`config.mk`:
```
export PLATFORM = sky130hd
export DESIGN_NAME = arp_rx_cache
export DESIGN_NICKNAME = d
export VERILOG_FILES = /design/src/rtl/arp_pkg.sv /design/src/rtl/arp_cache.sv /design/src/rtl/arp_rx_cache.sv
export SDC_FILE = /design/constraint.sdc
export NUM_CORES = 2
export LEC_CHECK = 0
export CORE_MARGIN = 2
export CORE_UTILIZATION = 30
export DETAILED_ROUTE_END_ITERATION = 7
export PLACE_DENSITY = 0.48
export RECOVER_POWER = 50
export SLEW_MARGIN = 25
export SYNTH_ARGS = -nofsm -noshare
export SYNTH_HDL_FRONTEND = slang
export SYNTH_SLANG_ARGS = --single-unit
```
`constraint.sdc`:
```
create_clock -name i_clk -period 19.9 [get_ports i_clk]
set_input_delay 1.99 -clock i_clk [delete_from_list [all_inputs] [get_ports i_clk]]
set_output_delay 1.99 -clock i_clk [all_outputs]
set_load 0.03 [all_outputs]
```
`src/rtl/arp_pkg.sv`:
```
// Shared ARP constants, payload field offsets and cache entry layout.
package arp_pkg;

   // Header field values that an Ethernet/IPv4 ARP frame must carry
   localparam logic [15:0] ARP_HTYPE_ETH   = 16'h0001;
   localparam logic [15:0] ARP_PTYPE_IPV4  = 16'h0800;
   localparam logic [7:0]  ARP_HLEN        = 8'd6;
   localparam logic [7:0]  ARP_PLEN        = 8'd4;
   localparam logic [15:0] ARP_OPER_REQ    = 16'd1;
   localparam logic [15:0] ARP_OPER_REP    = 16'd2;
   localparam int          ARP_PAYLOAD_LEN = 28;

   // Byte offset of each field inside the ARP payload
   localparam int OFF_HTYPE = 0;
   localparam int OFF_PTYPE = 2;
   localparam int OFF_HLEN  = 4;
   localparam int OFF_PLEN  = 5;
   localparam int OFF_OPER  = 6;
   localparam int OFF_SHA   = 8;
   localparam int OFF_SPA   = 14;
   localparam int OFF_THA   = 18;
   localparam int OFF_TPA   = 24;

   // One IP->MAC binding held by the cache
   typedef struct packed {
      logic        valid;
      logic [31:0] ip;
      logic [47:0] mac;
   } arp_entry_t;

   // Parser states
   typedef enum logic [1:0] {
      ST_IDLE  = 2'd0,
      ST_RECV  = 2'd1,
      ST_CHECK = 2'd2
   } arp_state_e;

endpackage

```
`src/rtl/arp_cache.sv`:
```
// N-entry IP->MAC table: learn with in-place update / first-free / round-robin
// eviction, plus a registered single-cycle lookup port.
module arp_cache
   import arp_pkg::*;
#(
   parameter int P_CACHE_DEPTH = 4
) (
   input  logic        i_clk,
   input  logic        i_rst,
   input  logic        i_wr_en,
   input  logic [31:0] i_wr_ip,
   input  logic [47:0] i_wr_mac,
   input  logic [31:0] i_lookup_ip,
   input  logic        i_lookup_valid,
   output logic [47:0] o_lookup_mac,
   output logic        o_lookup_hit,
   output logic        o_lookup_done
);

   localparam int IDX_W = (P_CACHE_DEPTH > 1) ? $clog2(P_CACHE_DEPTH) : 1;
   localparam logic [IDX_W-1:0] LAST_IDX = IDX_W'(P_CACHE_DEPTH - 1);

   arp_entry_t       table_r [P_CACHE_DEPTH];
   logic [IDX_W-1:0] ptr_r;

   logic             match_found_s;
   logic [IDX_W-1:0] match_idx_s;
   logic             free_found_s;
   logic [IDX_W-1:0] free_idx_s;
   logic [IDX_W-1:0] wr_idx_s;
   logic             ptr_adv_s;
   logic             look_hit_s;
   logic [47:0]      look_mac_s;

   // Parallel compare: existing binding, lowest free slot, and lookup hit
   always_comb begin
      match_found_s = 1'b0;
      match_idx_s   = {IDX_W{1'b0}};
      free_found_s  = 1'b0;
      free_idx_s    = {IDX_W{1'b0}};
      look_hit_s    = 1'b0;
      look_mac_s    = 48'h0;
      // Descending scan so the lowest matching index is the one kept
      for (int i = P_CACHE_DEPTH - 1; i >= 0; i--) begin
         match_idx_s   = (table_r[i].valid && (table_r[i].ip == i_wr_ip)) ? IDX_W'(i) : match_idx_s;
         match_found_s = match_found_s | (table_r[i].valid && (table_r[i].ip == i_wr_ip));
         free_idx_s    = (!table_r[i].valid) ? IDX_W'(i) : free_idx_s;
         free_found_s  = free_found_s | !table_r[i].valid;
         look_mac_s    = (table_r[i].valid && (table_r[i].ip == i_lookup_ip)) ? table_r[i].mac : look_mac_s;
         look_hit_s    = look_hit_s | (table_r[i].valid && (table_r[i].ip == i_lookup_ip));
      end
      wr_idx_s  = match_found_s ? match_idx_s : (free_found_s ? free_idx_s : ptr_r);
      ptr_adv_s = i_wr_en && !match_found_s && !free_found_s;
   end

   // Table write, replacement pointer and lookup result registers
   always_ff @(posedge i_clk or posedge i_rst) begin
      if (i_rst) begin
         for (int i = 0; i < P_CACHE_DEPTH; i++) begin
            table_r[i] <= {$bits(arp_entry_t){1'b0}};
         end
         ptr_r         <= {IDX_W{1'b0}};
         o_lookup_mac  <= 48'h0;
         o_lookup_hit  <= 1'b0;
         o_lookup_done <= 1'b0;
      end else begin
         if (i_wr_en) begin
            table_r[wr_idx_s] <= '{valid: 1'b1, ip: i_wr_ip, mac: i_wr_mac};
         end
         if (ptr_adv_s) begin
            ptr_r <= (ptr_r == LAST_IDX) ? {IDX_W{1'b0}} : ptr_r + IDX_W'(1);
         end
         o_lookup_done <= i_lookup_valid;
         o_lookup_hit  <= i_lookup_valid && look_hit_s;
         o_lookup_mac  <= (i_lookup_valid && look_hit_s) ? look_mac_s : 48'h0;
      end
   end

endmodule

```
`src/rtl/arp_rx_cache.sv`:
```
// ARP receive engine: byte-indexed payload parser, frame validation against the
// local IP, and learning into the attached ARP cache.
module arp_rx_cache
   import arp_pkg::*;
#(
   parameter logic [31:0] P_SOURCE_IP   = 32'hC0A80102,
   parameter logic [47:0] P_SOURCE_MAC  = 48'h000000000000,
   parameter int          P_CACHE_DEPTH = 4
) (
   input  logic        i_clk,
   input  logic        i_rst,
   input  logic [31:0] i_source_ip,
   input  logic        i_s_ip_valid,
   input  logic [7:0]  i_mac_data,
   input  logic        i_mac_last,
   input  logic        i_mac_valid,
   input  logic [31:0] i_lookup_ip,
   input  logic        i_lookup_valid,
   output logic [47:0] o_lookup_mac,
   output logic        o_lookup_hit,
   output logic        o_lookup_done,
   output logic [47:0] o_target_mac,
   output logic [31:0] o_target_ip,
   output logic        o_target_valid,
   output logic        o_trig_reply,
   output logic        o_ip_conflict
);

   arp_state_e  state_r, state_s;
   logic [4:0]  cnt_r, cnt_s, idx_s;
   logic [31:0] local_ip_r;
   logic [15:0] htype_r, htype_s, ptype_r, ptype_s, oper_r, oper_s;
   logic [7:0]  hlen_r, hlen_s, plen_r, plen_s;
   logic [47:0] sha_r, sha_s;
   logic [31:0] spa_r, spa_s, tpa_r, tpa_s;
   logic        end_s, hdr_ok_s, accept_s, conflict_s;

   // Parser state register
   always_ff @(posedge i_clk or posedge i_rst) begin
      if (i_rst) begin
         state_r <= ST_IDLE;
      end else begin
         state_r <= state_s;
      end
   end

   // Next state; a byte seen in IDLE or CHECK opens a new frame
   always_comb begin
      state_s = state_r;
      case (state_r)
         ST_IDLE, ST_CHECK: begin
            if (i_mac_valid) begin
               state_s = i_mac_last ? ST_CHECK : ST_RECV;
            end else begin
               state_s = ST_IDLE;
            end
         end
         ST_RECV: begin
            if (i_mac_valid && i_mac_last) begin
               state_s = ST_CHECK;
            end else begin
               state_s = ST_RECV;
            end
         end
         default: state_s = ST_IDLE;
      endcase
   end

   // Byte index / counter and field capture of the current beat; fields shift
   // in MSB first, so completed values are visible on the last beat itself
   always_comb begin
      idx_s   = (state_r == ST_RECV) ? cnt_r : 5'd0;
      cnt_s   = cnt_r;
      htype_s = htype_r;
      ptype_s = ptype_r;
      hlen_s  = hlen_r;
      plen_s  = plen_r;
      oper_s  = oper_r;
      sha_s   = sha_r;
      spa_s   = spa_r;
      tpa_s   = tpa_r;
      if (i_mac_valid) begin
         cnt_s = (idx_s < 5'(ARP_PAYLOAD_LEN)) ? idx_s + 5'd1 : idx_s;
         case (idx_s) inside
            [5'(OFF_HTYPE):5'(OFF_PTYPE - 1)]:       htype_s = {htype_r[7:0], i_mac_data};
            [5'(OFF_PTYPE):5'(OFF_HLEN - 1)]:        ptype_s = {ptype_r[7:0], i_mac_data};
            5'(OFF_HLEN):                            hlen_s  = i_mac_data;
            5'(OFF_PLEN):                            plen_s  = i_mac_data;
            [5'(OFF_OPER):5'(OFF_SHA - 1)]:          oper_s  = {oper_r[7:0], i_mac_data};
            [5'(OFF_SHA):5'(OFF_SPA - 1)]:           sha_s   = {sha_r[39:0], i_mac_data};
            [5'(OFF_SPA):5'(OFF_THA - 1)]:           spa_s   = {spa_r[23:0], i_mac_data};
            [5'(OFF_THA):5'(OFF_TPA - 1)]:           ;  // target MAC is not needed
            [5'(OFF_TPA):5'(ARP_PAYLOAD_LEN - 1)]:   tpa_s   = {tpa_r[23:0], i_mac_data};
            default:                                 ;  // padding
         endcase
      end else begin
         cnt_s = cnt_r;
      end
   end

   // Accept / conflict decision evaluated on the last beat of a frame
   always_comb begin
      end_s    = i_mac_valid && i_mac_last;
      hdr_ok_s = (cnt_s == 5'(ARP_PAYLOAD_LEN)) &&
                 (htype_s == ARP_HTYPE_ETH) && (ptype_s == ARP_PTYPE_IPV4) &&
                 (hlen_s == ARP_HLEN) && (plen_s == ARP_PLEN) &&
                 ((oper_s == ARP_OPER_REQ) || (oper_s == ARP_OPER_REP)) &&
                 (tpa_s == local_ip_r) && (sha_s != P_SOURCE_MAC);
      conflict_s = end_s && hdr_ok_s && (spa_s == local_ip_r);
      accept_s   = end_s && hdr_ok_s && (spa_s != local_ip_r);
   end

   // Datapath registers: counter, captured fields, local IP and result outputs
   always_ff @(posedge i_clk or posedge i_rst) begin
      if (i_rst) begin
         cnt_r          <= 5'd0;
         htype_r        <= 16'h0;
         ptype_r        <= 16'h0;
         hlen_r         <= 8'h0;
         plen_r         <= 8'h0;
         oper_r         <= 16'h0;
         sha_r          <= 48'h0;
         spa_r          <= 32'h0;
         tpa_r          <= 32'h0;
         local_ip_r     <= P_SOURCE_IP;
         o_target_mac   <= 48'h0;
         o_target_ip    <= 32'h0;
         o_target_valid <= 1'b0;
         o_trig_reply   <= 1'b0;
         o_ip_conflict  <= 1'b0;
      end else begin
         cnt_r   <= cnt_s;
         htype_r <= htype_s;
         ptype_r <= ptype_s;
         hlen_r  <= hlen_s;
         plen_r  <= plen_s;
         oper_r  <= oper_s;
         sha_r   <= sha_s;
         spa_r   <= spa_s;
         tpa_r   <= tpa_s;
         if (i_s_ip_valid) begin
            local_ip_r <= i_source_ip;
         end
         if (accept_s) begin
            o_target_mac <= sha_s;
            o_target_ip  <= spa_s;
         end
         o_target_valid <= accept_s;
         o_trig_reply   <= accept_s && (oper_s == ARP_OPER_REQ);
         o_ip_conflict  <= conflict_s;
      end
   end

   arp_cache #(
      .P_CACHE_DEPTH (P_CACHE_DEPTH)
   ) u_cache (
      .i_clk          (i_clk),
      .i_rst          (i_rst),
      .i_wr_en        (accept_s),
      .i_wr_ip        (spa_s),
      .i_wr_mac       (sha_s),
      .i_lookup_ip    (i_lookup_ip),
      .i_lookup_valid (i_lookup_valid),
      .o_lookup_mac   (o_lookup_mac),
      .o_lookup_hit   (o_lookup_hit),
      .o_lookup_done  (o_lookup_done)
   );

endmodule

```
==> metrics.txt <==
CTS Buffer Depth 3; maximum clock rate ~0.093 GHz; P&R area growth vs syn 19.4%; site row count between 100 and 150; crit path cell chain dlygate4sd3_1, clkinvlp_2, clkbuf_1, clkbuf_1; post-synthesis sequential area ratio between 50 and 60%; YS warnings 0; post-synthesis cell count ~2800; clock slew seen by the registers of the worst setup and hold paths about 60 ps; Detail Route Antenna Nets 0; status complete, but fails checks; Initial DRT Pass Iterations 6; cell family with most CP delay buffers and inverters; CP most frequent cell clkbuf_1; Hold Vio Cnt, Final 0; clock sinks 674; post-synthesis cell type count between 90 and 100; CTS buffer count 84; share of flip-flops with an asynchronous set or reset 100%; post-synthesis cell area between 30000 and 40000 µm²; Final min period around 11000 ps; Die Span X about 340 µm; antenna violations before repair 12; final setup TNS 0 ps; fraction of layout cells with a size suffix above 1 a little over a quarter; post-route cell area between 40000 and 50000 µm²; Cell Area, Placed 37200 µm²; CP startpoint i_rst; critical path arrival a little under 10000 ps; DR WL/cell 30.0 µm; Ports ~210; initial core utilization 30.3%; final period utilization between 50% and 60%; vias in the first global route approximately 24000; VDD IR max 63.5 µV; post-synthesis register bit count just under 700; gp weighted congestion 0.985; Slowest-stage cell, CP clkbuf_1; Worst Path Required about 19000 ps; Max Cap Viol 9; TritonCTS clock tree yes; critical path type in -> async; Hold Path Origin plen_r[0]; Post-CTS Hold Buffers 0; Root Buffer clkbuf_16; failing checks max-capacitance violations, max-slew violations; gr usage total approximately 23%; DIE HEIGHT about 340 µm; first-pass GRT wire length approximately 190 mm; slew of the pin with the lowest slew margin 6570 ps; commonest register cell after synthesis dfrtp_1; leak pwr approximately 19 nW; Congestion Overflow GR 0; hold crit path type reg -> reg; Final setup viols 0; RSZ-0062 raised after global routing false; EDFF count, synth 0; relative slew slack -338%; Slew Viols, Final 580; FF/Latch Area 16900 µm²; Setup Skew roughly 37 ps; final WL 135 mm; syn_area_per_cell around 12 µm²; largest net degree at the start of global routing approximately 170; power per cell area around 84 nW/µm²; buffer and inverter count on the worst path 4; core area 111000 µm²; CP max FO between 100 and 150; Iteration-0 DRC Markers between 1500 and 2000; CP endpoint kind async pin; Final Core Density between 30% and 40%; Hold WS about 480 ps; routed vias/inst 5.25; final net count a little over 3000; Post-CTS Setup Inserts 0; CP startpoint kind input port; CP peak stage delay 4660 ps; Setup WS pre-CTS around 11000 ps; die area roughly 110000 µm²; clock latency on the worst-skew pair roughly 700 ps; drt drc 0; setup ws final around 9200 ps; Fillers 10800; routed vias 23700; area of the multi-input gates approximately 15000 µm²; htree depth 3; Synth Net Count roughly 2900; HPWL after DPL between 90 and 100 mm; RR Startpoint state_r[1]; PostCTS Resize Cnt 0; Port Buffers 210
-- registers in the layout, summed over array words and instances, names as in the netlist, 32 cells and up --
register and count:
tpa_r 32, spa_r 32, local_ip_r 32, u_cache.o_lookup_mac 48, o_target_mac 48, o_target_ip 32, u_cache.table_r 324, sha_r 48
-- cells by family after synthesis --
logic type,count (synthesis),synth area share (%)
flops,674,50.1
mux,658,23.4
simple gates,487,7.97
buf+inv,357,4.68
compound gates,309,6.19
xor+xnor,289,7.52
fa+ha+maj,4,0.149
-- layout by cell type (no fill, tap or decap), drive strengths merged, types with 9 or more instances in the layout --
master,synthesis,layout
a22oi,14,14
clkinvlp,0,10
nand2,74,74
o22ai,38,38
clkinv,0,24
nor2,72,72
nor4,62,62
mux2i,104,104
nand3,75,75
a2111oi,9,9
dfrtp,667,667
xnor2,213,213
nand2b,47,47
dlygate4sd3,0,109
clkdlybuf4s50,0,98
a221oi,11,11
and3,9,9
buf,80,51
or4,13,13
mux2,554,554
o21ai,127,127
xor2,76,76
nor3,19,19
bufinv,0,9
o2111ai,17,17
clkbuf,104,123
nand4,70,70
inv,173,175
a21oi,23,23
-- final timing paths --
check                                       end  slack [ps]  cells past startpoint
setup reg to reg           u_cache.table_r[290]       12200                     18
min in group asynchronous  u_cache.o_lookup_hit        2070                      2
hold reg to reg                       plen_r[0]         480                      2
hold / removal                        plen_r[0]         480                      2
setup / recovery           u_cache.table_r[239]        9160                      4
max in group i_clk         u_cache.table_r[290]       11430                     15
-- synthesized netlist by cell type, types with 6 or more instances --
cell | count | share of area, %
o211ai_1 | 7 | 0.16
buf_2 | 35 | 0.52
nor3_1 | 18 | 0.27
and3_1 | 9 | 0.17
or4_1 | 13 | 0.29
xor2_1 | 76 | 2.0
nor2_1 | 71 | 0.79
nor2b_1 | 8 | 0.15
nand4b_1 | 6 | 0.16
o2111ai_1 | 17 | 0.44
a2111oi_0 | 8 | 0.21
xnor2_1 | 213 | 5.5
nand2b_1 | 47 | 0.87
mux2_1 | 14 | 0.47
a22oi_1 | 14 | 0.31
dfstp_2 | 7 | 0.55
nand2_1 | 73 | 0.81
o21ai_0 | 122 | 1.8
a21oi_1 | 18 | 0.27
dfrtp_1 | 667 | 50
nand3_1 | 74 | 1.1
mux2_4 | 146 | 6.5
o22ai_1 | 38 | 0.71
nor4_1 | 60 | 1.1
a221oi_1 | 10 | 0.26
mux2i_1 | 99 | 2.9
inv_1 | 169 | 1.9
clkbuf_1 | 103 | 1.1
nand4_1 | 70 | 1.3
buf_1 | 20 | 0.22
buf_6 | 20 | 0.67
a211oi_1 | 8 | 0.18
o221ai_1 | 8 | 0.21
mux2_2 | 394 | 13
-- area by class of cell --
class / count / area share, %
timing repair buffer: 270 / 6.32
inverter: 173 / 1.62
antenna: 1 / 0.00623
clock inverter: 45 / 1.50
tap: 1488 / 4.63
sequential: 674 / 42.0
clock buffer: 111 / 5.95
multi-input combinational: 1747 / 38.0
-- report_power, final --
| part | total (mW) | internal, mW | switching (mW) |
|---|---|---|---|
| clock | 1.64 | 0.975 | 0.668 |
| sequential | 1.48 | 1.42 | 0.0580 |
| combinational | 0.266 | 0.100 | 0.165 |
| total | 3.39 | 2.50 | 0.891 |
-- metal layers --
| metal | track usage, % | up-vias | part of all wire [%] |
|---|---|---|---|
| met4 | 8.60 | 2 | 3.9 |
| li1 | - | 10200 | - |
| met2 | 35.0 | 898 | 44 |
| met1 | 32.9 | 12400 | 46 |
| met5 | 0 | - | 0.0089 |
| met3 | 3.89 | 228 | 6.2 |
-- worst min-delay path, cell delays in order (launching register included) --
cell and delay (ps):
dfrtp_1 340, nand2_1 50, o21ai_0 60
-- metrics by stage --
stage,cells,total power [mW]
2_1_floorplan,2778,1.64
3_3_place_gp,4347,1.77
3_5_place_dp,4347,1.77
4_1_cts,4503,3.43
5_1_grt,4508,3.52
6_report,4509,3.39
Note: power is estimated with default switching activity, not from simulation.
